--- src/rtl/ro_slave_responder_pkg.sv ---
// ro_slave_responder_pkg: shared read-port widths, default out-of-range data and responder states
package ro_slave_responder_pkg;
   localparam int RO_DATA_WIDTH = 32;
   localparam int RO_SLAVE_ADDR_WIDTH = 10;
   localparam logic [RO_DATA_WIDTH-1:0] RO_OOR_DATA = 32'h0000_0000;
   typedef enum logic [1:0] {IDLE, WAIT, ISSUE, RESP} state_t;
endpackage

--- src/rtl/ro_slave_responder.sv ---
// ro_slave_responder: slave end of the read-only data port, one SRAM read per granted request
module ro_slave_responder
   import ro_slave_responder_pkg::*;
#(
   parameter int DATA_WIDTH = RO_DATA_WIDTH,
   parameter int SLAVE_ADDR_WIDTH = RO_SLAVE_ADDR_WIDTH,
   parameter int MEM_ADDR_WIDTH = 8,
   parameter int WAIT_STATES = 0,
   parameter logic [DATA_WIDTH-1:0] OOR_DATA = DATA_WIDTH'(RO_OOR_DATA)
) (
   input  logic                        clk,
   input  logic                        reset,
   input  logic                        slave_data_req_i,
   input  logic [SLAVE_ADDR_WIDTH-1:0] slave_data_addr_i,
   output logic                        slave_data_gnt_o,
   output logic                        slave_data_rvalid_o,
   output logic [DATA_WIDTH-1:0]       slave_data_rdata_o,
   output logic                        mem_csb_o,
   output logic [MEM_ADDR_WIDTH-1:0]   mem_addr_o,
   input  logic [DATA_WIDTH-1:0]       mem_rdata_i
);
   state_t state;
   logic [3:0] cnt;
   logic [MEM_ADDR_WIDTH-1:0] addr_q;
   logic oor;
   logic [DATA_WIDTH-1:0] rdata_q;
   logic [DATA_WIDTH-1:0] resp_data;
   logic capture;
   assign capture = (state == IDLE || state == RESP) && slave_data_req_i;
   assign resp_data = oor ? OOR_DATA : mem_rdata_i;
   assign slave_data_gnt_o = state == ISSUE;
   assign slave_data_rvalid_o = state == RESP;
   assign slave_data_rdata_o = slave_data_rvalid_o ? resp_data : rdata_q;
   assign mem_csb_o = !(state == ISSUE && !oor);
   assign mem_addr_o = addr_q;
   always_ff @(posedge clk or posedge reset) begin
      if (reset) begin
         state <= IDLE;
         cnt <= '0;
         addr_q <= '0;
         oor <= 1'b0;
         rdata_q <= '0;
      end else begin
         if (state == RESP) rdata_q <= resp_data;
         if (capture) begin
            addr_q <= slave_data_addr_i[MEM_ADDR_WIDTH-1:0];
            oor <= (slave_data_addr_i >> MEM_ADDR_WIDTH) != '0;
            cnt <= 4'(WAIT_STATES);
            state <= WAIT_STATES > 0 ? WAIT : ISSUE;
         end else if (state == WAIT) begin
            cnt <= cnt - 4'd1;
            state <= !slave_data_req_i ? IDLE : cnt == 4'd1 ? ISSUE : WAIT;
         end else if (state == ISSUE) begin
            state <= slave_data_req_i ? RESP : IDLE;
         end else begin
            state <= IDLE;
         end
      end
   end
endmodule

--- config.mk ---
export PLATFORM = sky130hd
export DESIGN_NAME = ro_slave_responder
export DESIGN_NICKNAME = d
export VERILOG_FILES = /design/src/rtl/ro_slave_responder_pkg.sv /design/src/rtl/ro_slave_responder.sv
export SDC_FILE = /design/constraint.sdc
export NUM_CORES = 1
export LEC_CHECK = 0
export ABC_AREA = 1
export ABC_CLOCK_PERIOD_IN_PS = 2300
export CORE_ASPECT_RATIO = 0.9
export CORE_MARGIN = 5
export CORE_UTILIZATION = 42
export DETAILED_ROUTE_END_ITERATION = 10
export PLACE_DENSITY_LB_ADDON = 0.05
export SLEW_MARGIN = 20
export SYNTH_ARGS = -nofsm -noshare
export SYNTH_HDL_FRONTEND = slang
export SYNTH_SLANG_ARGS = --single-unit
--- constraint.sdc ---
create_clock -name clk -period 2.3 [get_ports clk]
set_clock_uncertainty 0.2 [all_clocks]
set_input_delay 0.46 -clock clk [delete_from_list [all_inputs] [get_ports clk]]
set_output_delay 0.46 -clock clk [all_outputs]
set_load 0.1 [all_outputs]
==> parameters.txt, run 1 <==
Parameter                              Value

GRT
  Antenna violations before repair    0
  Pin count of the biggest net entering global routing    48
  Combined global-route utilization of all metal layers    0.197
  Gr ovfl total    0
  First-pass GRT wire length    9.99 mm
  Number of global-route vias before repair    1963

Finish
  Share of final-layout standard cells stronger than drive strength 1    0.361
  Fill cells    264
  Net total in the final layout    366
  Area delta synth->final    91.0%
  Number of antenna cells inserted    0

Worst hold path
  Worst hold stages    2
  Endpoint with the worst hold slack    mem_addr_o[4]$_DFFE_PP0P_
  Worst Min Path Start    mem_addr_o[4]$_DFFE_PP0P_
  Worst hold path class    reg2reg

Timing
  Count of pins over their slew limit    0
  Worst-case headroom to the max-slew limit    0.812
  Slew at the pin closest to its max-slew limit    284 ps
  Post-route setup slack    -9.02 ps
  Count of final hold-check violations    0
  Number of setup violations in the final report    2
  Min cycle time layout    2310 ps
  Final cycle utilization of the critical path    1.00
  Setup total negative slack    -13.6 ps
  Setup repair after global routing missed its margin    true
  Fmax    433 MHz

CTS
  Number of levels in the clock H-tree    2
  Number of buffers added by the clock tree synthesis step    5
  Clk sinks    47
  Clock buffer depth    2
  Clock tree from TritonCTS    built
  Clock-pin transition on the worst setup and hold timing paths    90 ps
  Buffer cell driving the clock tree root    clkbuf_8
  Worst-skew pair later-pin latency    310 ps

Die
  Die area    0.00638 mm2
  Die width    83.6 um
  Std cell rows    24
  Die extent in y    76.3 um
  Placeable core region    0.00477 mm2
  Initial standard-cell utilization of the core    0.429
  Top Ports    88

Synth
  Ys Warns    0
  Share of flip-flops with an asynchronous set or reset after synthesis    1.00
  Unique masters post-synth    16
  Dominant cells by area after synthesis    dfrtp_1 57%, nand3_1 9.0%, inv_1 7.1%
  Cell count after synthesis    221
  Post-synthesis instance area    0.00205 mm2
  Net count after synthesis    271
  Primary flip-flop cell chosen by synthesis mapping    dfrtp_1
  Seq/Total Area, Yosys    0.574
  Number of flip-flops and latches in the synthesized netlist    47
  Count of flip-flops with a built-in enable after synthesis    0
  Most common cell in the netlist    dfrtp_1
  Per-instance average area after synthesis    9.27 um2
  List of most frequent post-synthesis cells    47 x dfrtp_1, 39 x inv_1, 37 x nand3_1
  Portion of synthesized cell area occupied by the leading cell type    0.574
  Cell type with the highest aggregate area in the netlist    dfrtp_1

Worst setup path
  RR Startpoint    state[1]$_DFF_PP0_
  Endpoint class of the critical path    output port
  Nature of the critical path startpoint    flop
  Endpoint of the worst register-to-register path    mem_addr_o[4]$_DFFE_PP0P_
  Arrival @ worst endpoint    1650 ps
  Data required, critical path    1640 ps
  Worst reg-to-reg setup slack    610 ps
  Highest fanout seen on the critical path    15
  Worst setup path class    reg2out
  Cell count of the worst reg-to-reg path    7

Route
  Per-cell via count in the routed design    4.83
  First DRT Iteration DRCs    54
  First-pass detailed-route iteration total    4
  DRC violations left    0
  Antenna Violating Nets Remaining    0
  Total Routed Length    6.06 mm
  Wire length per cell after detailed routing    15.9 um
  Detailed-route via count    1842

Placed design
  Routability congestion estimate    0.848
  Sum of net half-perimeters after detailed placement    4.03 mm
  I/O Buffers    87

Run status
  Result of the run    complete, but fails checks
  Violated checks    setup timing

Run
  Count of maximum capacitance violations    0
## logic make-up (layout without fill, tap and decap cells)
| group | after synthesis | count (layout) | share of synthesized area |
|---|---|---|---|
| buffers and inverters | 53 | 148 | 0.130 |
| and+or+nand+nor | 78 | 78 | 0.170 |
| AOI/OAI and AO/OA | 38 | 38 | 0.0947 |
| DFF | 47 | 47 | 0.574 |
| adders and majority gates | 5 | 5 | 0.0305 |
## per-layer routing
metal  GRT usage  wire, um  up-vias
met5           0         0        -
met4      0.0740        80        0
met3      0.0562       349        8
met2       0.331      3120       52
met1       0.240      2510      901
li1            -         -      881
## worst max-delay path, cell delays in order (launching register included)
cell     delay, ps
dfrtp_1        410
ha_4           270
buf_12         190
nand3_1        140
o21ai_4        120
buf_12         190
## metrics by stage
stage,hold slack [ps],instances,area (um2),util,setup WS [ps]
2_1_floorplan,307,221,2430,-,45.0
3_3_place_gp,267,368,3690,0.772,286
3_5_place_dp,267,368,3690,0.772,268
4_1_cts,290,380,3860,0.809,-35.4
5_1_grt,319,381,3910,0.819,-91.9
6_report,289,381,3910,0.819,-9.02
## timing repair
action / 4_1_cts / 5_1_grt
hold buffers: 0 / 0
gates cloned: 2 / 0
buffers inserted: 3 / 1
gates resized for setup: 1 / 12
pin swaps: 2 / 3
endpoints found under the setup margin: 32 / 32
## worst max-delay path by stage
stage | start | to | slack (ps)
2_1_floorplan | state[0]$_DFF_PP0_ | slave_data_rdata_o[10] | 50
3_3_place_gp | mem_rdata_i[8] | slave_data_rdata_o[8] | 290
3_5_place_dp | state[0]$_DFF_PP0_ | slave_data_rdata_o[8] | 270
4_1_cts | state[0]$_DFF_PP0_ | slave_data_rdata_o[2] | -40
5_1_grt | state[0]$_DFF_PP0_ | slave_data_rdata_o[0] | -90
6_report | state[1]$_DFF_PP0_ | slave_data_rdata_o[22] | -9
## sequential cells by signal, indices dropped and copies added (netlist names)
signal      flops
rdata_q        32
mem_addr_o      8
cnt             4
oor             1
state           2
## final cells by class
| class | instances | area [um2] | area share |
|---|---|---|---|
| timing repair buffer | 100 | 1380 | 0.354 |
| sequential | 47 | 1180 | 0.301 |
| multi-input combinational | 121 | 1030 | 0.264 |
| inverter | 41 | 154 | 0.0393 |
| tap | 65 | 81.3 | 0.0208 |
| clock buffer | 5 | 68.8 | 0.0176 |
| clock inverter | 2 | 13.8 | 0.00352 |
## placed cells by master (no fill, tap or decap), drive strengths merged
master / n
buf: 56
nand2: 33
ha: 5
a21oi: 4
nand3: 37
clkinv: 2
o21ai: 34
inv: 41
clkdlybuf4s50: 44
clkbuf: 5
dfrtp: 47
nor2: 8
Power of run 1 is left out: the tool's default activity adds up to more than one toggle a clock period on the data nets, which glitch-free logic cannot reach.
==> run 2: changes to the inputs <==
- CORE_ASPECT_RATIO: 0.9 -> 1.75
- CORE_UTILIZATION: 42 -> 35
- RECOVER_POWER: not set -> 50
==> run 2 against run 1 <==
  * The run now ends clean
  * Wire length down 10%
  * Critical path depth down 1
  * Global-route usage down 4.2 points
  * Sequential share of layout area about the same
  * First-iteration DRC count up 30%
  * Clock-buffer cell count unchanged
  * Critical path type unchanged
==> parameters.txt, run 2 (synthesized netlist as in run 1, its figures left out) <==
Parameter                              Value

Run status
  Result of the run    completed

Worst setup path
  Worst setup path class    reg2out
  Nature of the critical path startpoint    flop
  Standard cell with the maximum stage delay on the critical path    dfrtp_1
  Longest individual stage delay on the worst path    420 ps (about the same)
  Endpoint of the worst register-to-register path    mem_addr_o[3]$_DFFE_PP0P_
  WP depth    4 (-1)
  Endpoint class of the critical path    output port
  Cell count of the worst reg-to-reg path    8 (+1)
  Critical Path End    slave_data_rdata_o[12]
  RR Startpoint    state[0]$_DFF_PP0_
  Series of cell instances along the critical path    ha_4 > bufbuf_16 > o21ai_4 > buf_12
  Critical path origin    state[0]$_DFF_PP0_
  Data required, critical path    1640 ps (about the same)
  Highest fanout seen on the critical path    12 (-3)
  Arrival @ worst endpoint    1620 ps (-30 ps)
  Crit path buffers/inverters    2 (unchanged)
  Kind of cell adding the most delay to the critical path    buffers and inverters
  Worst reg-to-reg setup slack    650 ps (+40 ps)

CTS
  Worst-skew pair later-pin latency    290 ps (-20 ps)
  Number of levels in the clock H-tree    2 (unchanged)
  Buffer cell driving the clock tree root    clkbuf_8
  Clk sinks    47 (unchanged)
  Clock-pin transition on the worst setup and hold timing paths    80 ps (about the same)
  Clock tree from TritonCTS    built
  Clock buffer depth    2 (unchanged)
  Number of buffers added by the clock tree synthesis step    5 (unchanged)

Route
  Wire length per cell after detailed routing    13.9 um (-13%)
  Per-cell via count in the routed design    4.56 (-5.7%)
  Detailed-route via count    1791 (-2.8%)
  Antenna Violating Nets Remaining    0 (unchanged)
  DRC violations left    0 (unchanged)
  Total Routed Length    5.45 mm (-10%)
  First-pass detailed-route iteration total    4 (unchanged)
  First DRT Iteration DRCs    70 (+30%)

Timing
  Number of setup violations in the final report    0 (-2)
  Count of final hold-check violations    0 (unchanged)
  Setup repair after global routing missed its margin    true
  Slew at the pin closest to its max-slew limit    797 ps (+514 ps)
  Final cycle utilization of the critical path    0.990 (-0.0143)
  Count of pins over their slew limit    0 (unchanged)
  Fmax    439 MHz (+1.4%)
  Worst-case headroom to the max-slew limit    0.468 (-0.344)
  Min cycle time layout    2280 ps (-33.0 ps)
  Worst hold margin    293 ps (+3.22 ps)

Die
  Die extent in y    111 um (+46%)
  Placeable core region    0.00579 mm2 (+21%)
  Die area    0.00754 mm2 (+18%)
  Top Ports    88 (unchanged)
  Initial standard-cell utilization of the core    0.354 (-0.0750)
  Std cell rows    37 (+54%)
  Die width    67.8 um (-19%)

GRT
  Antenna violations before repair    0 (unchanged)
  Combined global-route utilization of all metal layers    0.155 (-0.0420)
  Pin count of the biggest net entering global routing    37 (-23%)
  First-pass GRT wire length    9.01 mm (-9.8%)
  Gr ovfl total    0 (unchanged)
  Number of global-route vias before repair    1853 (-5.6%)

Worst hold path
  Worst hold path class    reg2reg

Placed design
  I/O Buffers    87 (unchanged)
  Sum of net half-perimeters after detailed placement    4.11 mm (+2.0%)
  Routability congestion estimate    0.701 (-17%)

Finish
  Number of antenna cells inserted    0 (unchanged)
  Share of final-layout standard cells stronger than drive strength 1    0.330 (-0.0306)
  Area delta synth->final    91.1% (about the same)
  Net total in the final layout    364 (-0.55%)
  Most frequent cells in the layout    47 x dfrtp_1, 43 x clkdlybuf4s50_1, 39 x inv_1, 39 x buf_12, 35 x nand3_1
  Register with the most flip-flops    rdata_q
  Leading cell type in the layout, fill and taps excluded    dfrtp_1
  Max FFs per register    32 (unchanged)

Run
  Count of maximum capacitance violations    0 (unchanged)
-- run 2: tightest hold or removal path, cell delays in order, from the launching register on --
cell	delay [ps]
dfrtp_1	360
nand2_1	60
nand2_1	50
-- run 2: what timing repair did --
item / 4_1_cts / 5_1_grt
resized for setup: 0 / 4
setup buffers: 2 / 0
gates cloned: 1 / 0
pin swaps: 0 / 0
setup endpoints to repair: 12 / 30
hold buffers: 0 / 0
-- run 2: area by class of cell --
class	instances	area, um2
tap	78	97.6
multi-input combinational	121	993
timing repair buffer	98	1360
clock inverter	3	67.6
fill	452	1870
sequential	47	1180
inverter	41	154
clock buffer	5	68.8
-- run 2: routing by layer --
metal	global-route usage	part of all wire	wire [um]	vias up
met4	0.0571	0.021	117	0
li1	-	-	-	878
met3	0.0385	0.068	371	10
met5	0	0	0	-
met2	0.261	0.52	2850	62
met1	0.185	0.39	2110	841
-- run 2: worst min path at each step --
stage                               from                         to  slack [ps]  depth (start not counted)
6_report       mem_addr_o[4]$_DFFE_PP0P_  mem_addr_o[4]$_DFFE_PP0P_         290                          2
4_1_cts                            reset  mem_addr_o[2]$_DFFE_PP0P_         220                          2
3_3_place_gp   mem_addr_o[6]$_DFFE_PP0P_  mem_addr_o[6]$_DFFE_PP0P_         260                          2
5_1_grt        mem_addr_o[4]$_DFFE_PP0P_  mem_addr_o[4]$_DFFE_PP0P_         320                          2
3_5_place_dp   mem_addr_o[4]$_DFFE_PP0P_  mem_addr_o[4]$_DFFE_PP0P_         270                          2
2_1_floorplan         cnt[3]$_DFFE_PP0P_         cnt[3]$_DFFE_PP0P_         310                          2
-- run 2: stage by stage --
stage | setup slack, ps | TNS, ps | instance area [um2] | util | std cells
5_1_grt | -31.2 | -468 | 3910 | 0.676 | 393
6_report | 24.0 | 0 | 3910 | 0.676 | 393
3_5_place_dp | 275 | 0 | 3730 | 0.645 | 382
4_1_cts | 1.30 | 0 | 3920 | 0.677 | 393
3_3_place_gp | 276 | 0 | 3730 | 0.645 | 382
2_1_floorplan | 45.0 | 0 | 2430 | - | 221
Power of run 2 is left out for the same reason.
==> run 3: changes to the inputs <==
- DONT_BUFFER_PORTS: not set -> 1
==> run 3 against run 2 <==
  * The run now ends with setup timing left
  * First-iteration DRC count down 2.9%
  * Wire length decreased by 7.6%
  * Die area is the same
  * Flip-flop and latch count is the same
  * Final area decreased by 31%
  * Via count decreased by 16%
  * Critical endpoint is now slave_data_rdata_o[6]
  * Highest routed layer unchanged
==> parameters.txt, run 3 (synthesized netlist as in run 1, its figures left out) <==
Parameter                              Value

Die
  Placeable core region    0.00579 mm2 (unchanged)
  Std cell rows    37 (unchanged)
  Die width    67.8 um (unchanged)
  Top Ports    88 (unchanged)
  Die area    0.00754 mm2 (unchanged)
  Die extent in y    111 um (unchanged)
  Initial standard-cell utilization of the core    0.354 (unchanged)

Finish
  Register with the most flip-flops    rdata_q
  Final std cells w/o fill    314 (-20%)
  Final standard cell area without fillers    0.00271 mm2 (-31%)
  Share of final-layout standard cells stronger than drive strength 1    0.284 (-0.0463)
  Leading cell type in the layout, fill and taps excluded    dfrtp_1
  Number of antenna cells inserted    0 (unchanged)
  Max FFs per register    32 (unchanged)
  Net total in the final layout    285 (-22%)
  Most frequent cells in the layout    47 x dfrtp_1, 39 x inv_1, 36 x nand3_1
  Fill cells    552 (+22%)
  Area delta synth->final    32.1%

Worst setup path
  Standard cell with the maximum stage delay on the critical path    o21ai_4
  Data required, critical path    1640 ps (about the same)
  RR Startpoint    state[0]$_DFF_PP0_
  Longest individual stage delay on the worst path    600 ps (+180 ps)
  Series of cell instances along the critical path    ha_4 > buf_12 > o21ai_4
  Endpoint class of the critical path    output port
  Cell count of the worst reg-to-reg path    7 (-1)
  Arrival @ worst endpoint    1730 ps (+110 ps)
  Critical path origin    state[0]$_DFF_PP0_
  Highest fanout seen on the critical path    31 (+19)
  Worst reg-to-reg setup slack    310 ps (-340 ps)
  Endpoint of the worst register-to-register path    oor$_DFFE_PP0P_
  Worst setup path class    reg2out
  Nature of the critical path startpoint    flop

Route
  Detailed-route via count    1506 (-16%)
  First DRT Iteration DRCs    68 (-2.9%)
  DRC violations left    0 (unchanged)
  Per-cell via count in the routed design    4.80 (+5.2%)
  Wire length per cell after detailed routing    16.0 um (+16%)
  First-pass detailed-route iteration total    4 (unchanged)
  Antenna Violating Nets Remaining    0 (unchanged)
  Total Routed Length    5.04 mm (-7.6%)

Placed design
  Total cell area at the placement stage    0.00257 mm2 (-31%)
  Routability congestion estimate    0.649 (-7.5%)
  I/O Buffers    0 (-100%)
  Sum of net half-perimeters after detailed placement    3.59 mm (-13%)
  Count of placed standard cells including taps    302 (-21%)
  DP Worst Slack    204 ps (-71.0 ps)

GRT
  Pin count of the biggest net entering global routing    35 (-5.4%)
  First-pass GRT wire length    8.13 mm (-9.8%)
  Antenna violations before repair    0 (unchanged)
  Number of global-route vias before repair    1661 (-10%)
  Gr ovfl total    0 (unchanged)
  Combined global-route utilization of all metal layers    0.141 (-0.0143)

CTS
  Buffer cell driving the clock tree root    clkbuf_8
  Number of buffers added by the clock tree synthesis step    5 (unchanged)
  Clock-pin transition on the worst setup and hold timing paths    90 ps (about the same)
  Clock tree from TritonCTS    built
  Clock buffer depth    2 (unchanged)
  Worst-skew pair later-pin latency    290 ps (about the same)
  Number of levels in the clock H-tree    2 (unchanged)
  Clk sinks    47 (unchanged)

Timing
  Setup total negative slack    -2180 ps (-2180 ps)
  Number of setup violations in the final report    31 (+31)
  Count of pins over their slew limit    0 (unchanged)
  Count of final hold-check violations    0 (unchanged)
  Fmax    418 MHz (-4.9%)
  Worst-case headroom to the max-slew limit    0.400 (-0.0682)
  Min cycle time layout    2390 ps (+118 ps)
  Slew at the pin closest to its max-slew limit    899 ps (+101 ps)
  Post-route setup slack    -94.1 ps (-118 ps)
  Final cycle utilization of the critical path    1.04 (+0.0513)
  Setup repair after global routing missed its margin    true

Run status
  Result of the run    complete, but fails checks
  Violated checks    setup timing

Worst hold path
  Worst hold stages    2 (unchanged)
  Worst hold path class    in2reg
  Endpoint with the worst hold slack    mem_addr_o[0]$_DFFE_PP0P_
  Worst Min Path Start    slave_data_addr_i[0]

Run
  Count of maximum capacitance violations    0 (unchanged)
run 3: how the worst max path moves through the flow:
| stage | to | cells after the start | slack [ps] |
|---|---|---|---|
| 2_1_floorplan | slave_data_rdata_o[10] | 4 | 50 |
| 3_3_place_gp | slave_data_rdata_o[0] | 3 | 230 |
| 3_5_place_dp | slave_data_rdata_o[31] | 3 | 200 |
| 4_1_cts | slave_data_rdata_o[23] | 3 | -120 |
| 5_1_grt | slave_data_rdata_o[19] | 3 | -140 |
| 6_report | slave_data_rdata_o[6] | 3 | -90 |
run 3: area by class of cell:
cell class              instances  area, um2  share of cell area
flip-flops and latches         47       1180               0.435
multi-input cells             121        988               0.365
repair buffers                 19        203              0.0749
inverters                      41        156              0.0578
well taps                      78       97.6              0.0361
clock buffers                   5       68.8              0.0254
clock inverters                 3       15.0             0.00555
run 3: repair_timing:
item | in CTS | in global routing
endpoints found under the setup margin | 32 | 32
pin swaps | 4 | 2
buffers inserted | 2 | 0
hold buffers | 1 | 0
cloned | 1 | 0
hold endpoints to repair | 23 | 0
gates resized for setup | 3 | 0
run 3: metrics by stage:
stage	util	hold slack, ps
CTS	0.472	64.5
finish	0.467	77.2
global placement	0.445	213
global route	0.467	67.7
floorplan	-	307
detailed placement	0.445	220
run 3: layer usage:
layer,wire length [um],GRT usage,up-vias
li1,-,-,720
met1,1830,0.158,727
met2,2800,0.248,55
met3,347,0.0355,4
met4,55,0.0491,0
met5,0,0,-
run 3: worst max-delay path: cells and delay by family, from the launching register on:
kind | cells | cell delay (ps)
AO/OA/AOI/OAI | 1 | 600
adder cells (fa/ha/maj) | 1 | 200
buffers and inverters | 1 | 190
flip-flops | 1 | 420
Power of run 3 is left out for the same reason.
